## src/rtl/ahb_apb_master_if.sv

```systemverilog
// ahb_apb_master_if: bundles the command, response and APB signals of the
// command-to-APB bridge.
//   master modport - seen by the bridge (drives cmd_ready, rsp_*, APB requests)
//   slave  modport - seen by the command source / APB slave side
// Ports (all in the interface):
//   cmd_valid/cmd_ready/cmd_write/cmd_addr/cmd_wdata   command channel
//   rsp_valid/rsp_ready/rsp_rdata/rsp_error/rsp_timeout response channel
//   io_apb_P*                                           APB requester signals
interface ahb_apb_master_if #(
   parameter int ADDR_WIDTH = 4
);
   logic                  cmd_valid;
   logic                  cmd_ready;
   logic                  cmd_write;
   logic [ADDR_WIDTH-1:0] cmd_addr;
   logic [31:0]           cmd_wdata;

   logic                  rsp_valid;
   logic                  rsp_ready;
   logic [31:0]           rsp_rdata;
   logic                  rsp_error;
   logic                  rsp_timeout;

   logic [ADDR_WIDTH-1:0] io_apb_PADDR;
   logic                  io_apb_PSEL;
   logic                  io_apb_PENABLE;
   logic                  io_apb_PWRITE;
   logic [31:0]           io_apb_PWDATA;
   logic                  io_apb_PREADY;
   logic [31:0]           io_apb_PRDATA;
   logic                  io_apb_PSLVERROR;

   modport master (
      input  cmd_valid, cmd_write, cmd_addr, cmd_wdata, rsp_ready,
             io_apb_PREADY, io_apb_PRDATA, io_apb_PSLVERROR,
      output cmd_ready, rsp_valid, rsp_rdata, rsp_error, rsp_timeout,
             io_apb_PADDR, io_apb_PSEL, io_apb_PENABLE, io_apb_PWRITE, io_apb_PWDATA
   );

   modport slave (
      output cmd_valid, cmd_write, cmd_addr, cmd_wdata, rsp_ready,
             io_apb_PREADY, io_apb_PRDATA, io_apb_PSLVERROR,
      input  cmd_ready, rsp_valid, rsp_rdata, rsp_error, rsp_timeout,
             io_apb_PADDR, io_apb_PSEL, io_apb_PENABLE, io_apb_PWRITE, io_apb_PWDATA
   );
endinterface

```

## src/rtl/ahb_apb_master.sv

```systemverilog
// ahb_apb_master: turns single command/response transactions into APB
// transfers, with a bounded wait for PREADY.
// Ports:
//   io_ahb_PCLK   clock, rising edge
//   io_ahb_PRESET asynchronous active-high reset
//   bus           ahb_apb_master_if.master (command, response, APB)
//
// state  | meaning
// IDLE   | cmd_ready=1, waiting for a command
// SETUP  | APB setup phase, PSEL=1 PENABLE=0
// ACCESS | APB access phase, waiting for PREADY or timeout
// RESP   | rsp_valid=1, holding response until rsp_ready
module ahb_apb_master #(
   parameter int ADDR_WIDTH = 4,
   parameter int TIMEOUT    = 16
) (
   input logic               io_ahb_PCLK,
   input logic               io_ahb_PRESET,
   ahb_apb_master_if.master  bus
);
   typedef enum logic [1:0] {IDLE, SETUP, ACCESS, RESP} state_t;

   localparam logic [7:0] LP_CNT_TC = 8'(TIMEOUT - 1);

   state_t                r_state, w_state_nxt;
   logic [ADDR_WIDTH-1:0] r_addr, w_addr_nxt;
   logic                  r_write, w_write_nxt;
   logic [31:0]           r_wdata, w_wdata_nxt;
   logic [31:0]           r_rdata, w_rdata_nxt;
   logic                  r_error, w_error_nxt;
   logic                  r_timeout, w_timeout_nxt;
   logic [7:0]            r_cnt, w_cnt_nxt;

   always_ff @(posedge io_ahb_PCLK or posedge io_ahb_PRESET) begin
      if (io_ahb_PRESET) begin
         r_state   <= IDLE;
         r_addr    <= '0;
         r_write   <= 1'b0;
         r_wdata   <= '0;
         r_rdata   <= '0;
         r_error   <= 1'b0;
         r_timeout <= 1'b0;
         r_cnt     <= '0;
      end else begin
         r_state   <= w_state_nxt;
         r_addr    <= w_addr_nxt;
         r_write   <= w_write_nxt;
         r_wdata   <= w_wdata_nxt;
         r_rdata   <= w_rdata_nxt;
         r_error   <= w_error_nxt;
         r_timeout <= w_timeout_nxt;
         r_cnt     <= w_cnt_nxt;
      end
   end

   always_comb begin
      w_state_nxt   = r_state;
      w_addr_nxt    = r_addr;
      w_write_nxt   = r_write;
      w_wdata_nxt   = r_wdata;
      w_rdata_nxt   = r_rdata;
      w_error_nxt   = r_error;
      w_timeout_nxt = r_timeout;
      w_cnt_nxt     = r_cnt;
      unique case (r_state)
         IDLE: begin
            if (bus.cmd_valid) begin
               w_addr_nxt  = bus.cmd_addr;
               w_write_nxt = bus.cmd_write;
               w_wdata_nxt = bus.cmd_wdata;
               w_state_nxt = SETUP;
            end
         end
         SETUP: begin
            // clearing here means the counter reads 0 in the first ACCESS cycle
            w_cnt_nxt   = '0;
            w_state_nxt = ACCESS;
         end
         ACCESS: begin
            if (bus.io_apb_PREADY) begin
               w_rdata_nxt   = r_write ? 32'h0 : bus.io_apb_PRDATA;
               w_error_nxt   = bus.io_apb_PSLVERROR;
               w_timeout_nxt = 1'b0;
               w_state_nxt   = RESP;
            end else if (r_cnt == LP_CNT_TC) begin
               w_rdata_nxt   = 32'h0;
               w_error_nxt   = 1'b1;
               w_timeout_nxt = 1'b1;
               w_state_nxt   = RESP;
            end else begin
               w_cnt_nxt = r_cnt + 8'd1;
            end
         end
         RESP: begin
            if (bus.rsp_ready) w_state_nxt = IDLE;
         end
         default: w_state_nxt = IDLE;
      endcase
   end

   assign bus.cmd_ready      = (r_state == IDLE);
   assign bus.rsp_valid      = (r_state == RESP);
   assign bus.rsp_rdata      = r_rdata;
   assign bus.rsp_error      = r_error;
   assign bus.rsp_timeout    = r_timeout;
   assign bus.io_apb_PSEL    = (r_state == SETUP) || (r_state == ACCESS);
   assign bus.io_apb_PENABLE = (r_state == ACCESS);
   assign bus.io_apb_PADDR   = r_addr;
   assign bus.io_apb_PWRITE  = r_write;
   assign bus.io_apb_PWDATA  = r_wdata;
endmodule

```

## src/flat_wrapper.sv

```systemverilog
// flat-port wrapper written by rule: the top's interface ports become plain ports
module ahb_apb_master_flat 
#(
   parameter int ADDR_WIDTH = 4,
   parameter int TIMEOUT    = 16
)
  (io_ahb_PCLK, io_ahb_PRESET, bus_cmd_valid, bus_cmd_write, bus_cmd_addr, bus_cmd_wdata, bus_rsp_ready, bus_io_apb_PREADY, bus_io_apb_PRDATA, bus_io_apb_PSLVERROR, bus_cmd_ready, bus_rsp_valid, bus_rsp_rdata, bus_rsp_error, bus_rsp_timeout, bus_io_apb_PADDR, bus_io_apb_PSEL, bus_io_apb_PENABLE, bus_io_apb_PWRITE, bus_io_apb_PWDATA);
  ahb_apb_master_if #(.ADDR_WIDTH(ADDR_WIDTH)) bus_i ();
  input logic io_ahb_PCLK;
  input logic io_ahb_PRESET;
  input wire logic [$bits(bus_i.cmd_valid)-1:0] bus_cmd_valid;
  input wire logic [$bits(bus_i.cmd_write)-1:0] bus_cmd_write;
  input wire logic [$bits(bus_i.cmd_addr)-1:0] bus_cmd_addr;
  input wire logic [$bits(bus_i.cmd_wdata)-1:0] bus_cmd_wdata;
  input wire logic [$bits(bus_i.rsp_ready)-1:0] bus_rsp_ready;
  input wire logic [$bits(bus_i.io_apb_PREADY)-1:0] bus_io_apb_PREADY;
  input wire logic [$bits(bus_i.io_apb_PRDATA)-1:0] bus_io_apb_PRDATA;
  input wire logic [$bits(bus_i.io_apb_PSLVERROR)-1:0] bus_io_apb_PSLVERROR;
  output wire logic [$bits(bus_i.cmd_ready)-1:0] bus_cmd_ready;
  output wire logic [$bits(bus_i.rsp_valid)-1:0] bus_rsp_valid;
  output wire logic [$bits(bus_i.rsp_rdata)-1:0] bus_rsp_rdata;
  output wire logic [$bits(bus_i.rsp_error)-1:0] bus_rsp_error;
  output wire logic [$bits(bus_i.rsp_timeout)-1:0] bus_rsp_timeout;
  output wire logic [$bits(bus_i.io_apb_PADDR)-1:0] bus_io_apb_PADDR;
  output wire logic [$bits(bus_i.io_apb_PSEL)-1:0] bus_io_apb_PSEL;
  output wire logic [$bits(bus_i.io_apb_PENABLE)-1:0] bus_io_apb_PENABLE;
  output wire logic [$bits(bus_i.io_apb_PWRITE)-1:0] bus_io_apb_PWRITE;
  output wire logic [$bits(bus_i.io_apb_PWDATA)-1:0] bus_io_apb_PWDATA;
  assign bus_i.cmd_valid = bus_cmd_valid;
  assign bus_i.cmd_write = bus_cmd_write;
  assign bus_i.cmd_addr = bus_cmd_addr;
  assign bus_i.cmd_wdata = bus_cmd_wdata;
  assign bus_i.rsp_ready = bus_rsp_ready;
  assign bus_i.io_apb_PREADY = bus_io_apb_PREADY;
  assign bus_i.io_apb_PRDATA = bus_io_apb_PRDATA;
  assign bus_i.io_apb_PSLVERROR = bus_io_apb_PSLVERROR;
  assign bus_cmd_ready = bus_i.cmd_ready;
  assign bus_rsp_valid = bus_i.rsp_valid;
  assign bus_rsp_rdata = bus_i.rsp_rdata;
  assign bus_rsp_error = bus_i.rsp_error;
  assign bus_rsp_timeout = bus_i.rsp_timeout;
  assign bus_io_apb_PADDR = bus_i.io_apb_PADDR;
  assign bus_io_apb_PSEL = bus_i.io_apb_PSEL;
  assign bus_io_apb_PENABLE = bus_i.io_apb_PENABLE;
  assign bus_io_apb_PWRITE = bus_i.io_apb_PWRITE;
  assign bus_io_apb_PWDATA = bus_i.io_apb_PWDATA;
  ahb_apb_master #(.ADDR_WIDTH(ADDR_WIDTH), .TIMEOUT(TIMEOUT)) u_core (.io_ahb_PCLK(io_ahb_PCLK), .io_ahb_PRESET(io_ahb_PRESET), .bus(bus_i));
endmodule
```

## config.mk

```make
export PLATFORM = sky130hd
export DESIGN_NAME = ahb_apb_master_flat
export DESIGN_NICKNAME = d
export VERILOG_FILES = /design/src/rtl/ahb_apb_master_if.sv /design/src/rtl/ahb_apb_master.sv /design/src/flat_wrapper.sv
export SDC_FILE = /design/constraint.sdc
export NUM_CORES = 1
export LEC_CHECK = 0
export BUFFER_PORTS_ARGS = -buffer_cell sky130_fd_sc_hd__clkbuf_2
export CORE_UTILIZATION = 40
export DETAILED_ROUTE_END_ITERATION = 16
export GPL_TIMING_DRIVEN = 0
export PLACE_DENSITY = 0.65
export SETUP_SLACK_MARGIN = 0.5
export SLEW_MARGIN = 40
export SYNTH_ARGS = -nofsm -noshare
export SYNTH_HDL_FRONTEND = slang
export SYNTH_SLANG_ARGS = --single-unit
```

## constraint.sdc

```tcl
create_clock -name io_ahb_PCLK -period 3.85 [get_ports io_ahb_PCLK]
set_input_delay 0.77 -clock io_ahb_PCLK [delete_from_list [all_inputs] [get_ports io_ahb_PCLK]]
set_output_delay 0.77 -clock io_ahb_PCLK [all_outputs]
set_load 0.01 [all_outputs]
```

* Word level (Yosys, flattened, before mapping)
Cells that the tools add are included.
** Storage, ports and cells
- Flip-flop bits (word level) :: 81
- Input bits :: 75
- Output and inout port bits :: 75
- Word-level logic and storage cells :: 40
** Cells by class
- $add $sub $neg :: 1
- Eq/ne operators :: 9
- Muxes and demuxes :: 14
- Reductions and logical operators :: 8
** Operators by type and width (number)
- two-way mux 32 bit :: 3
- two-way mux 8 bit :: 2
- one-hot mux 8 bit (2 select lines) :: 1
- adder 8 x 1 -> 8 bit (second input constant) :: 1
- equality test 8 x 4 -> 1 bit (second input constant) :: 1
- two-way mux 2 bit :: 4
- inequality test 2 bit (second input constant) :: 4
- one-hot mux 2 bit (4 select lines) :: 1
- AND reduction 3 bit :: 2
- equality test 2 bit (second input constant) :: 2
- AND reduction 2 bit :: 2
- nonzero test 2 bit :: 2
- two-way mux 1 bit :: 3
- inequality test 3 x 2 -> 1 bit (second input constant) :: 1
- equality test 2 x 1 -> 1 bit (second input constant) :: 1
- logical NOT 2 bit :: 1
- logical OR 1 bit :: 1

* Logic depth before layout (Yosys ltp)
Gate-level depths: netlist (run 1).
- Depth after elaboration :: 4
- Mapped depth :: 7

* Worst setup path before layout (run 1)
No wires, ideal clock.
- Kind :: in2reg
- From :: input bus_cmd_valid
- To :: register u_core.r_addr[0] (netlist: u_core.bus.io_apb_PADDR[0])
- Library setup time :: 0.125 ns
- Arrival time :: 1.723 ns
- Path slack :: 2.002 ns
- Stages :: 3
- Path buffers :: 1
- Path through :: nand2_1 -> clkbuf_1 -> mux2_2
** On the way
- Word-level cells in the longest chain between the ends :: 1
** RTL lines
- from (decl) :: RTL line flat_wrapper.sv:11 : input wire logic [$bits(bus_i.cmd_valid)-1:0] bus_cmd_valid;
- AND reduction 2 bit (no line)
- to (signal assigned) :: RTL line ahb_apb_master.sv:46 : r_addr <= w_addr_nxt;
- to (decl) :: RTL line ahb_apb_master.sv:26 : logic [ADDR_WIDTH-1:0] r_addr, w_addr_nxt;
No other way between the ends.
A chain may end at the register's enable or synchronous reset.

* Final worst setup path (run 1)
- From :: register u_core.r_state[0]
- To :: register u_core.r_rdata[8] (netlist: u_core.bus.rsp_rdata[8])
** On the way
- Word-level cells in the longest chain between the ends :: 2
** RTL lines
- from (decl) :: RTL line ahb_apb_master.sv:25 : state_t r_state, w_state_nxt;
- from (signal assigned) :: RTL line ahb_apb_master.sv:45 : r_state <= w_state_nxt;
- equality test 2 bit :: RTL line ahb_apb_master.sv:65 : unique case (r_state)
- AND reduction 2 bit (no line)
- to (signal assigned) :: RTL line ahb_apb_master.sv:49 : r_rdata <= w_rdata_nxt;
- to (decl) :: RTL line ahb_apb_master.sv:29 : logic [31:0] r_rdata, w_rdata_nxt;
No other way between the ends.

==> results of run 1 <==
-- per-stage QoR --
stage	power [mW]	std cells
floorplan	2.38	304
global placement	2.96	561
detailed placement	2.99	562
CTS	3.76	578
global route	3.98	578
finish	3.72	578
-- area by class of cell --
class / count / share of cell area [%]
Inverter: 37 / 3.01
Tap cell: 108 / 2.83
Sequential cell: 81 / 42.5
Clock buffer: 10 / 2.67
Clock inverter: 6 / 2.41
Buffer: 22 / 2.23
Multi-Input combinational cell: 164 / 28.3
Timing Repair Buffer: 150 / 16.0
-- kinds of logic (layout without fill, tap and decap cells) --
group / after synthesis / after routing / synth area share (%)
AO/OA/AOI/OAI: 55 / 55 / 10.4
flip-flops: 81 / 81 / 55.9
AND/OR/NAND/NOR: 66 / 66 / 13.4
buffers and inverters: 59 / 225 / 6.77
adder cells (fa/ha/maj): 5 / 5 / 1.73
multiplexers: 38 / 38 / 11.8
-- synthesized netlist by cell type, types with 2 or more instances --
cell | number | share of area, %
a21oi_1 | 2 | 0.28
a31oi_1 | 2 | 0.35
and3_1 | 2 | 0.35
buf_1 | 2 | 0.21
buf_6 | 3 | 0.93
clkbuf_1 | 16 | 1.7
dfrtp_1 | 81 | 56
ha_1 | 5 | 1.7
inv_1 | 37 | 3.8
mux2_2 | 38 | 12
nand2_1 | 7 | 0.73
nand2b_1 | 2 | 0.35
nand3_1 | 3 | 0.41
nand4b_1 | 34 | 8.2
nor2_1 | 2 | 0.21
nor2b_1 | 4 | 0.69
o2111ai_1 | 2 | 0.48
o211ai_1 | 4 | 0.83
o21ai_0 | 25 | 3.5
o21ai_2 | 10 | 2.4
or4_1 | 5 | 1.0
-- layout by cell type, fill, tap and decap left out, types with 3 or more instances in the layout --
master,n
dfrtp_1,81
clkbuf_2,149
mux2_2,38
ha_1,5
o21ai_2,10
buf_6,3
bufinv_16,3
nand2_1,7
clkbuf_8,9
o211ai_1,4
nand4b_1,34
nand3_1,3
or4_1,5
inv_1,36
clkbuf_1,17
nor2b_1,4
o21ai_0,25
-- sequential cells by signal (all words and copies together) (netlist names) --
signal / count
u_core.bus.io_apb_PWDATA: 32
u_core.bus.io_apb_PWRITE: 1
u_core.r_cnt: 8
u_core.bus.rsp_rdata: 32
u_core.r_state: 2
u_core.bus.io_apb_PADDR: 4
u_core.bus.rsp_error: 1
u_core.bus.rsp_timeout: 1
-- power by group --
group / switching [mW] / internal [mW] / total (mW)
Sequential: 0.204 / 1.22 / 1.43
Combinational: 0.802 / 0.732 / 1.53
Clock: 0.321 / 0.435 / 0.756
-- layer usage --
metal / global-route usage (%) / up-vias / share of wire (%)
li1: - / 1396 / -
met1: 24.0 / 1377 / 46
met2: 27.4 / 125 / 43
met3: 6.62 / 11 / 9.9
met4: 7.23 / 0 / 1.2
met5: 0 / - / 0
-- how the worst min path moves through the flow --
stage                               to
2_1_floorplan          u_core.r_cnt[1]
3_3_place_gp      u_core.bus.rsp_error
3_5_place_dp    u_core.bus.rsp_timeout
4_1_cts        u_core.bus.rsp_rdata[4]
5_1_grt        u_core.bus.rsp_rdata[1]
6_report       u_core.bus.rsp_rdata[5]
==> results.yml, run 1 <==
die:
  dieWidth_um: 97.2
  rows: 34
  initial_core_util_pct: 41.4
  die_area_sq_um: 9450
  die_h_um: 97.2
  pin_count: 150
  coreArea_sq_um: 8760
final_layout:
  antennaDiodeCount: 0
  nets: 545
  final_util_pct: 54.5
  syn2layout_area_growth_pct: 31.7
  nFillCells: 802
  finalInstanceArea_sq_um: 4770
  multiInputGateArea_sq_um: 1350
  regArea_sq_um: 2030
  drive_gt1_share_pct: 46.8
critical_path:
  path_buf_inv: 4
  crit_arrival_ns: 2.45
  crit_family: "buffers and inverters"
  critPathMaxStageDelay_ns: 0.42
  crit_slowest_cell: "clkbuf_1"
  critPathMostFrequentCell: "clkbuf_1"
  worst-path-stages: 7
  startpoint: "u_core.r_state[0]"
  crit_type: "reg -> reg"
  regToRegEndpoint: "u_core.bus.rsp_rdata[8]"
  r2r_cells: 7
  critical_path.endpoint_type: "register"
  crit_path_end: "u_core.bus.rsp_rdata[8]"
  r2r_slack_ns: 1.68
  worst-path-max-fanout: 10
  crit_required_ns: 4.13
  cp-start-kind: "register"
  path_cells: "inv_1 > ha_1 > clkbuf_1 > clkbuf_1 > buf_1 > nand4b_1 > o21ai_0"
  r2r-start: "u_core.r_state[0]"
yosys:
  ys_seq_elements: 81
  yosys_warnings: 0
  synth_cells: 304
  syn_area_per_cell_sq_um: 11.9
  synthesis.nets: 384
  async_flop_share_pct: 100
  syn_area_sq_um: 3620
  synth_edf_count: 0
  synth_top_flop_cell: "dfrtp_1"
  synth_cell_types: 39
  yosysSeqAreaShare_pct: 55.9
cts:
  post_cts_buffers: 0
  cts-root-buf: "clkbuf_8"
  numCtsBuffers: 9
  clockBufferDepth: 2
  htree_num_levels: 3
  clock-sinks: 81
  path_clk_slew_ns: 0.10
  cts_tree: "yes"
  cts_resized: 0
  cts_hold_buf: 0
  insertion_delay_ns: 0.36
timing:
  fin_tns_setup_ns: 0
  setup_viol: 0
  skew_ns: 0.0189
  worst_pin_slew_ns: 0.666
  grt_setup_unrepaired: "no"
  min_period_over_period_pct: 56.4
  max_freq_mhz: 461
  holdWs_ns: 0.401
  slew_violations: 0
  setup_slack_ns: 1.68
  final_hold_viol_count: 0
  max_slew_margin_pct: 55.2
  period_needed_ns: 2.17
power:
  p_leak_nw: 2.35
  max-vdd-ir-drop_mv: 0.484
  powerDensity_nw_per_um2: 779
status:
  status: "complete, no violations"
global_routing:
  track_usage_pct: 18.2
  grt_max_degree: 43
  overflow: 0
  grt_pass1_wl_um: 13900
  grt_pass1_vias: 2946
  antenna_found_initial: 0
detailed_routing:
  ant_nets: 0
  drtIter0Drc: 99
  finalWirelength_um: 8270
  viasPerCell: 5.03
  dr.pass1.iters: 4
  routedWlPerCell_um: 14.3
  drc_errors: 0
  vias: 2909
place:
  port_buffers: 149
  post-place-ws_ns: 1.65
  dpl-instance-area_sq_um: 4530
  dpl.hpwl_um: 6040
  gp_congestion: 0.822
hold_path:
  holdCritPathClass: "in -> async"
run:
  cap_violations: 0
(Power assumes the default switching activity.)
==> inputs of run 2 (changes only) <==
==> constraint.sdc (replaced) <==
create_clock -name io_ahb_PCLK -period 2.1 [get_ports io_ahb_PCLK]
set_input_delay 0.42 -clock io_ahb_PCLK [delete_from_list [all_inputs] [get_ports io_ahb_PCLK]]
set_output_delay 0.42 -clock io_ahb_PCLK [all_outputs]
set_load 0.01 [all_outputs]
==> run 2 against run 1 <==
Against the previous run:
- non-clock buffer count is 24 higher
- global-route usage is 2.1 points higher
- highest routed layer unchanged
- worst setup slack got worse by 1.3 ns
- cell area up 9.8%
==> results.yml, run 2 (synthesis gave the netlist of run 1 again) <==
status:
  status: "complete, no violations"
timing:
  setup_viol: 0
  slew_violations: 0
  final_hold_viol_count: 0
  period_needed_ns: 1.72
  fin_tns_setup_ns: 0
  holdWs_ns: 0.0631
  skew_ns: 0.00862
  min_period_over_period_pct: 82.0
  max_slew_margin_pct: 68.4
  worst_pin_slew_ns: 0.470
  grt_setup_unrepaired: "yes"
  max_freq_mhz: 581
cts:
  cts_tree: "yes"
  cts_hold_buf: 0
  clockBufferDepth: 2
  path_clk_slew_ns: 0.09
  clock-sinks: 81
  insertion_delay_ns: 0.35
  numCtsBuffers: 9
  htree_num_levels: 3
  cts-root-buf: "clkbuf_8"
final_layout:
  syn2layout_area_growth_pct: 44.6
  final_cell_mix: "clkbuf_2, dfrtp_1, mux2_2"
  final_common_cell: "clkbuf_2"
  drive_gt1_share_pct: 56.1
  nets: 569
  antennaDiodeCount: 0
  final_util_pct: 59.8
die:
  dieWidth_um: 97.2
  pin_count: 150
  initial_core_util_pct: 41.4
  die_h_um: 97.2
  rows: 34
  coreArea_sq_um: 8760
  die_area_sq_um: 9450
critical_path:
  crit_arrival_ns: 1.96
  r2r-start: "u_core.r_cnt[5]"
  worst-path-max-fanout: 8
  r2r_slack_ns: 0.38
  regToRegEndpoint: "u_core.bus.rsp_rdata[25]"
  crit_required_ns: 2.34
  crit_type: "reg -> reg"
  critical_path.endpoint_type: "register"
  r2r_cells: 6
  cp-start-kind: "register"
detailed_routing:
  drc_errors: 0
  viasPerCell: 5.11
  finalWirelength_um: 8960
  vias: 3074
  routedWlPerCell_um: 14.9
  dr.pass1.iters: 4
  drtIter0Drc: 95
  ant_nets: 0
run:
  cap_violations: 0
global_routing:
  met2_usage_pct: 32.7
  antenna_found_initial: 0
  busiest_layer: "met2"
  grtUsageMet1_pct: 27.1
  track_usage_pct: 20.3
  grt_max_degree: 23
  met3_usage_pct: 5.47
  grt_pass1_wl_um: 15400
  grt_pass1_vias: 3093
  overflow: 0
power:
  max-vdd-ir-drop_mv: 0.688
  powerDensity_nw_per_um2: 1400
  fin_total_pwr_mw: 7.35
  p_leak_nw: 2.57
place:
  port_buffers: 149
  gp_congestion: 0.747
  dpl.hpwl_um: 6440
hold_path:
  holdCritPathClass: "in -> async"
run 2: final cells by class:
type / instances / area, sq um
flip-flops and latches: 81 / 2030
well taps: 108 / 135
inverters: 37 / 143
repair buffers: 174 / 1070
fillers: 772 / 3520
plain buffers: 22 / 176
clock buffers: 10 / 128
multi-input cells: 164 / 1470
clock inverters: 6 / 90.1
run 2: worst max-delay path, stage by stage, from the launching register on:
cell	delay (ns)
dfrtp_2	0.44
or4_4	0.49
buf_6	0.15
o21ai_4	0.17
buf_12	0.16
clkbuf_16	0.14
o21ai_0	0.07
run 2: worst max-delay path by stage:
stage / start / endpoint / slack (ns) / cells past startpoint
3_3_place_gp: u_core.r_state[1] / u_core.bus.io_apb_PWDATA[30] / 0.09 / 5
5_1_grt: u_core.r_cnt[5] / u_core.bus.rsp_rdata[24] / 0.32 / 6
4_1_cts: u_core.r_state[1] / bus_io_apb_PSEL / 0.42 / 3
6_report: u_core.r_cnt[5] / u_core.bus.rsp_rdata[25] / 0.38 / 6
3_5_place_dp: u_core.r_state[1] / u_core.bus.io_apb_PWDATA[15] / 0.02 / 5
2_1_floorplan: u_core.r_state[1] / u_core.bus.io_apb_PADDR[0] / 0.38 / 5
run 2: metrics by stage:
stage | std cells | setup WS (ns) | instance area (sq um)
after floorplan | 304 | 0.380 | 3660
after global placement | 561 | 0.0940 | 4540
after detailed placement | 565 | 0.0162 | 4640
after CTS | 597 | 0.418 | 5110
after global routing | 602 | 0.322 | 5240
final | 602 | 0.378 | 5240
run 2: power breakdown:
group          switching [mW]  internal, mW
Combinational            1.66          1.80
Clock                   0.598         0.675
Sequential              0.369          2.25
run 2: routing by layer:
layer  wire length (um)  part of all wire (%)
met5                  0                     0
met4                102                   1.1
met3                621                   6.9
met2               4230                    47
met1               4010                    45
run 2: timing repair:
item | in CTS | in global routing
pin swaps | 4 | 7
endpoints found under the setup margin | 76 | 45
gates cloned | 1 | 1
setup buffers | 15 | 4
gates resized for setup | 37 | 37
==> inputs of run 3 (changes only) <==
--- a/config.mk
+++ b/config.mk
@@ -5,11 +5,12 @@
 export SDC_FILE = /design/constraint.sdc
 export NUM_CORES = 1
 export LEC_CHECK = 0
+export ABC_AREA = 1
 export BUFFER_PORTS_ARGS = -buffer_cell sky130_fd_sc_hd__clkbuf_2
 export CORE_UTILIZATION = 40
 export DETAILED_ROUTE_END_ITERATION = 16
 export GPL_TIMING_DRIVEN = 0
-export PLACE_DENSITY = 0.65
+export PLACE_DENSITY = 0.69
 export SETUP_SLACK_MARGIN = 0.5
 export SLEW_MARGIN = 40
 export SYNTH_ARGS = -nofsm -noshare
==> constraint.sdc (replaced) <==
create_clock -name io_ahb_PCLK -period 1.5 [get_ports io_ahb_PCLK]
set_input_delay 0.3 -clock io_ahb_PCLK [delete_from_list [all_inputs] [get_ports io_ahb_PCLK]]
set_output_delay 0.3 -clock io_ahb_PCLK [all_outputs]
set_load 0.01 [all_outputs]
==> run 3 against run 2 <==
Against the previous run:
- die area is 4.8% lower
- worst hold slack worse by 0.098 ns
- clock power is 46% higher
- wire length is 22% higher
- via count grew 7.2%
- sequential power increased by 42%
- register-to-register slack got worse by 0.44 ns
- the flow now finishes with violations (hold timing, setup timing)
- cell count rose by 13%
- largest power group unchanged
- core utilization rose by 15 points
==> results.yml, run 3 <==
place:
  dpl.hpwl_um: 6180
  gp_congestion: 0.807
  port_buffers: 149
  dp_cells: 574
  post-place-ws_ns: -0.0357
timing:
  holdWs_ns: -0.0349
  setup_slack_ns: -0.0589
  max_slew_margin_pct: 63.4
  slew_violations: 0
  period_needed_ns: 1.56
  final_hold_viol_count: 19
  skew_ns: 0.00989
  min_period_over_period_pct: 104
  max_freq_mhz: 641
  worst_pin_slew_ns: 0.548
  grt_setup_unrepaired: "yes"
  setup_viol: 47
final_layout:
  fin_cells: 682
  final_cell_mix: "dfrtp_1, clkbuf_2, buf_4"
  antennaDiodeCount: 0
  multiInputGateArea_sq_um: 1810
  final_common_cell: "dfrtp_1"
  nets: 652
  regArea_sq_um: 2030
  nFillCells: 552
  syn2layout_area_growth_pct: 79.2
  drive_gt1_share_pct: 71.2
cts:
  numCtsBuffers: 9
  htree_num_levels: 3
  clock-sinks: 81
  cts-root-buf: "clkbuf_8"
  path_clk_slew_ns: 0.09
  clockBufferDepth: 2
  insertion_delay_ns: 0.36
  cts_tree: "yes"
detailed_routing:
  viasPerCell: 4.83
  dr.pass1.iters: 4
  drc_errors: 0
  finalWirelength_um: 10900
  ant_nets: 0
  vias: 3295
  drtIter0Drc: 104
  routedWlPerCell_um: 16.0
die:
  rows: 33
  dieWidth_um: 94.9
  pin_count: 150
  die_area_sq_um: 9000
  initial_core_util_pct: 41.5
  die_h_um: 94.9
  coreArea_sq_um: 8300
critical_path:
  worst-path-stages: 7
  worst-path-max-fanout: 5
  path_cells: "nor2_1 > nand3_2 > nand2_4 > nand2_8 > buf_6 > nand2_2 > nand2_1"
  crit_arrival_ns: 1.81
  crit_slowest_cell: "dfrtp_1"
  regToRegEndpoint: "u_core.bus.rsp_rdata[3]"
  critical_path.endpoint_type: "register"
  crit_path_end: "u_core.bus.rsp_rdata[3]"
  crit_type: "reg -> reg"
  crit_required_ns: 1.75
  path_buf_inv: 1
  critPathMaxStageDelay_ns: 0.46
  r2r-start: "u_core.r_cnt[5]"
  crit_family: "simple AND/OR/NAND/NOR gates"
  startpoint: "u_core.r_cnt[5]"
  r2r_slack_ns: -0.06
  cp-start-kind: "register"
  r2r_cells: 7
global_routing:
  grt_max_degree: 24
  track_usage_pct: 22.0
  antenna_found_initial: 0
  overflow: 0
  grt_pass1_wl_um: 15000
  grt_pass1_vias: 3087
yosys:
  synthTopCellsByCount: "nand2_1, dfrtp_1, nand3_1"
  syn_area_sq_um: 3450
  async_flop_share_pct: 100
  yosysSeqAreaShare_pct: 58.8
  ys_seq_elements: 81
  synth_edf_count: 0
  yosys_warnings: 0
  synth.most_common_cell: "nand2_1"
  syn_area_per_cell_sq_um: 10.9
  synth_top_flop_cell: "dfrtp_1"
  synth_cell_types: 21
  synth_area_leaders: "dfrtp_1, mux2_2, nand2_1"
  synth_top_area_share_pct: 58.8
  synthesis.nets: 397
  synth_cells: 317
  synth_top_area_cell: "dfrtp_1"
power:
  powerDensity_nw_per_um2: 2090
  p_leak_nw: 3.34
  max-vdd-ir-drop_mv: 1.57
hold_path:
  holdCritPathClass: "in -> async"
status:
  status: "finished, violations left"
  violations: "hold timing, setup timing"
run:
  cap_violations: 0
-- run 3: where the power goes --
| group | internal [mW] | leakage [nW] | switching, mW |
|---|---|---|---|
| logic | 4.22 | 2.20 | 3.15 |
| registers | 3.11 | 1.02 | 0.591 |
| clock network | 0.967 | 0.113 | 0.885 |
-- run 3: cells by family (layout without fill, tap and decap cells) --
kind of cell	count (synthesis)	in the layout	synth area share, %
multiplexers	37	37	12.1
AND/OR/NAND/NOR	151	153	19.7
adder cells (fa/ha/maj)	5	5	1.81
AO/OA/AOI/OAI	16	16	2.65
buffers and inverters	27	285	5.01
flip-flops	81	81	58.8
-- run 3: routing by layer --
layer,GRT usage [%],wire length [um],share of wire (%),vias up
met4,8.59,187,1.7,0
li1,-,-,-,1559
met5,0,0,0,-
met3,4.35,390,3.6,18
met2,37.8,5810,53,98
met1,27.2,4510,41,1620
-- run 3: cell type report --
cell class                      instances  area share (%)
Multi-Input combinational cell        211            29.3
Clock inverter                          7            1.70
Sequential cell                        81            32.8
Tap cell                              105            2.13
Buffer                                 14            2.85
Timing Repair Buffer                  242            28.3
Inverter                               13           0.850
Clock buffer                            9            2.00
-- run 3: stage by stage --
stage / total power [mW] / cell area (sq um) / setup TNS, ns / util [%] / hold WS (ns)
after global placement: 8.02 / 4560 / -23.67 / 54.9 / 0.462
after floorplan: 6.58 / 3680 / 0 / - / 0.429
after global routing: 13.6 / 6180 / -4.43 / 74.5 / -0.0207
final: 12.9 / 6180 / -0.945 / 74.5 / -0.0349
after CTS: 11.4 / 5600 / -0.0800 / 67.5 / -0.0392
after detailed placement: 8.18 / 4640 / -0.559 / 55.9 / 0.364
-- run 3: worst min-delay path by stage --
stage                                  startpoint                      endpoint  depth (start not counted)
after floorplan             bus_io_apb_PRDATA[30]      u_core.bus.rsp_rdata[30]                          2
after global placement    u_core.bus.rsp_rdata[8]       u_core.bus.rsp_rdata[8]                          2
after detailed placement            io_ahb_PRESET  u_core.bus.io_apb_PWDATA[10]                          2
after CTS                           io_ahb_PRESET   u_core.bus.io_apb_PWDATA[4]                          2
after global routing                io_ahb_PRESET   u_core.bus.io_apb_PWDATA[4]                          2
final                               io_ahb_PRESET   u_core.bus.io_apb_PWDATA[4]                          2
-- run 3: repair_timing --
action,in CTS,in global routing
endpoints found under the setup margin,156,156
endpoints found under the hold margin,19,17
gates cloned,6,5
setup buffers,47,34
gates resized for setup,93,116
pin swaps,45,18
-- run 3: worst register-to-register path, cell delays in order (launching register included) --
cell and delay, ns:
dfrtp_1 0.46, nor2_1 0.34, nand3_2 0.15, nand2_4 0.14, nand2_8 0.09, buf_6 0.16, nand2_2 0.07, nand2_1 0.05
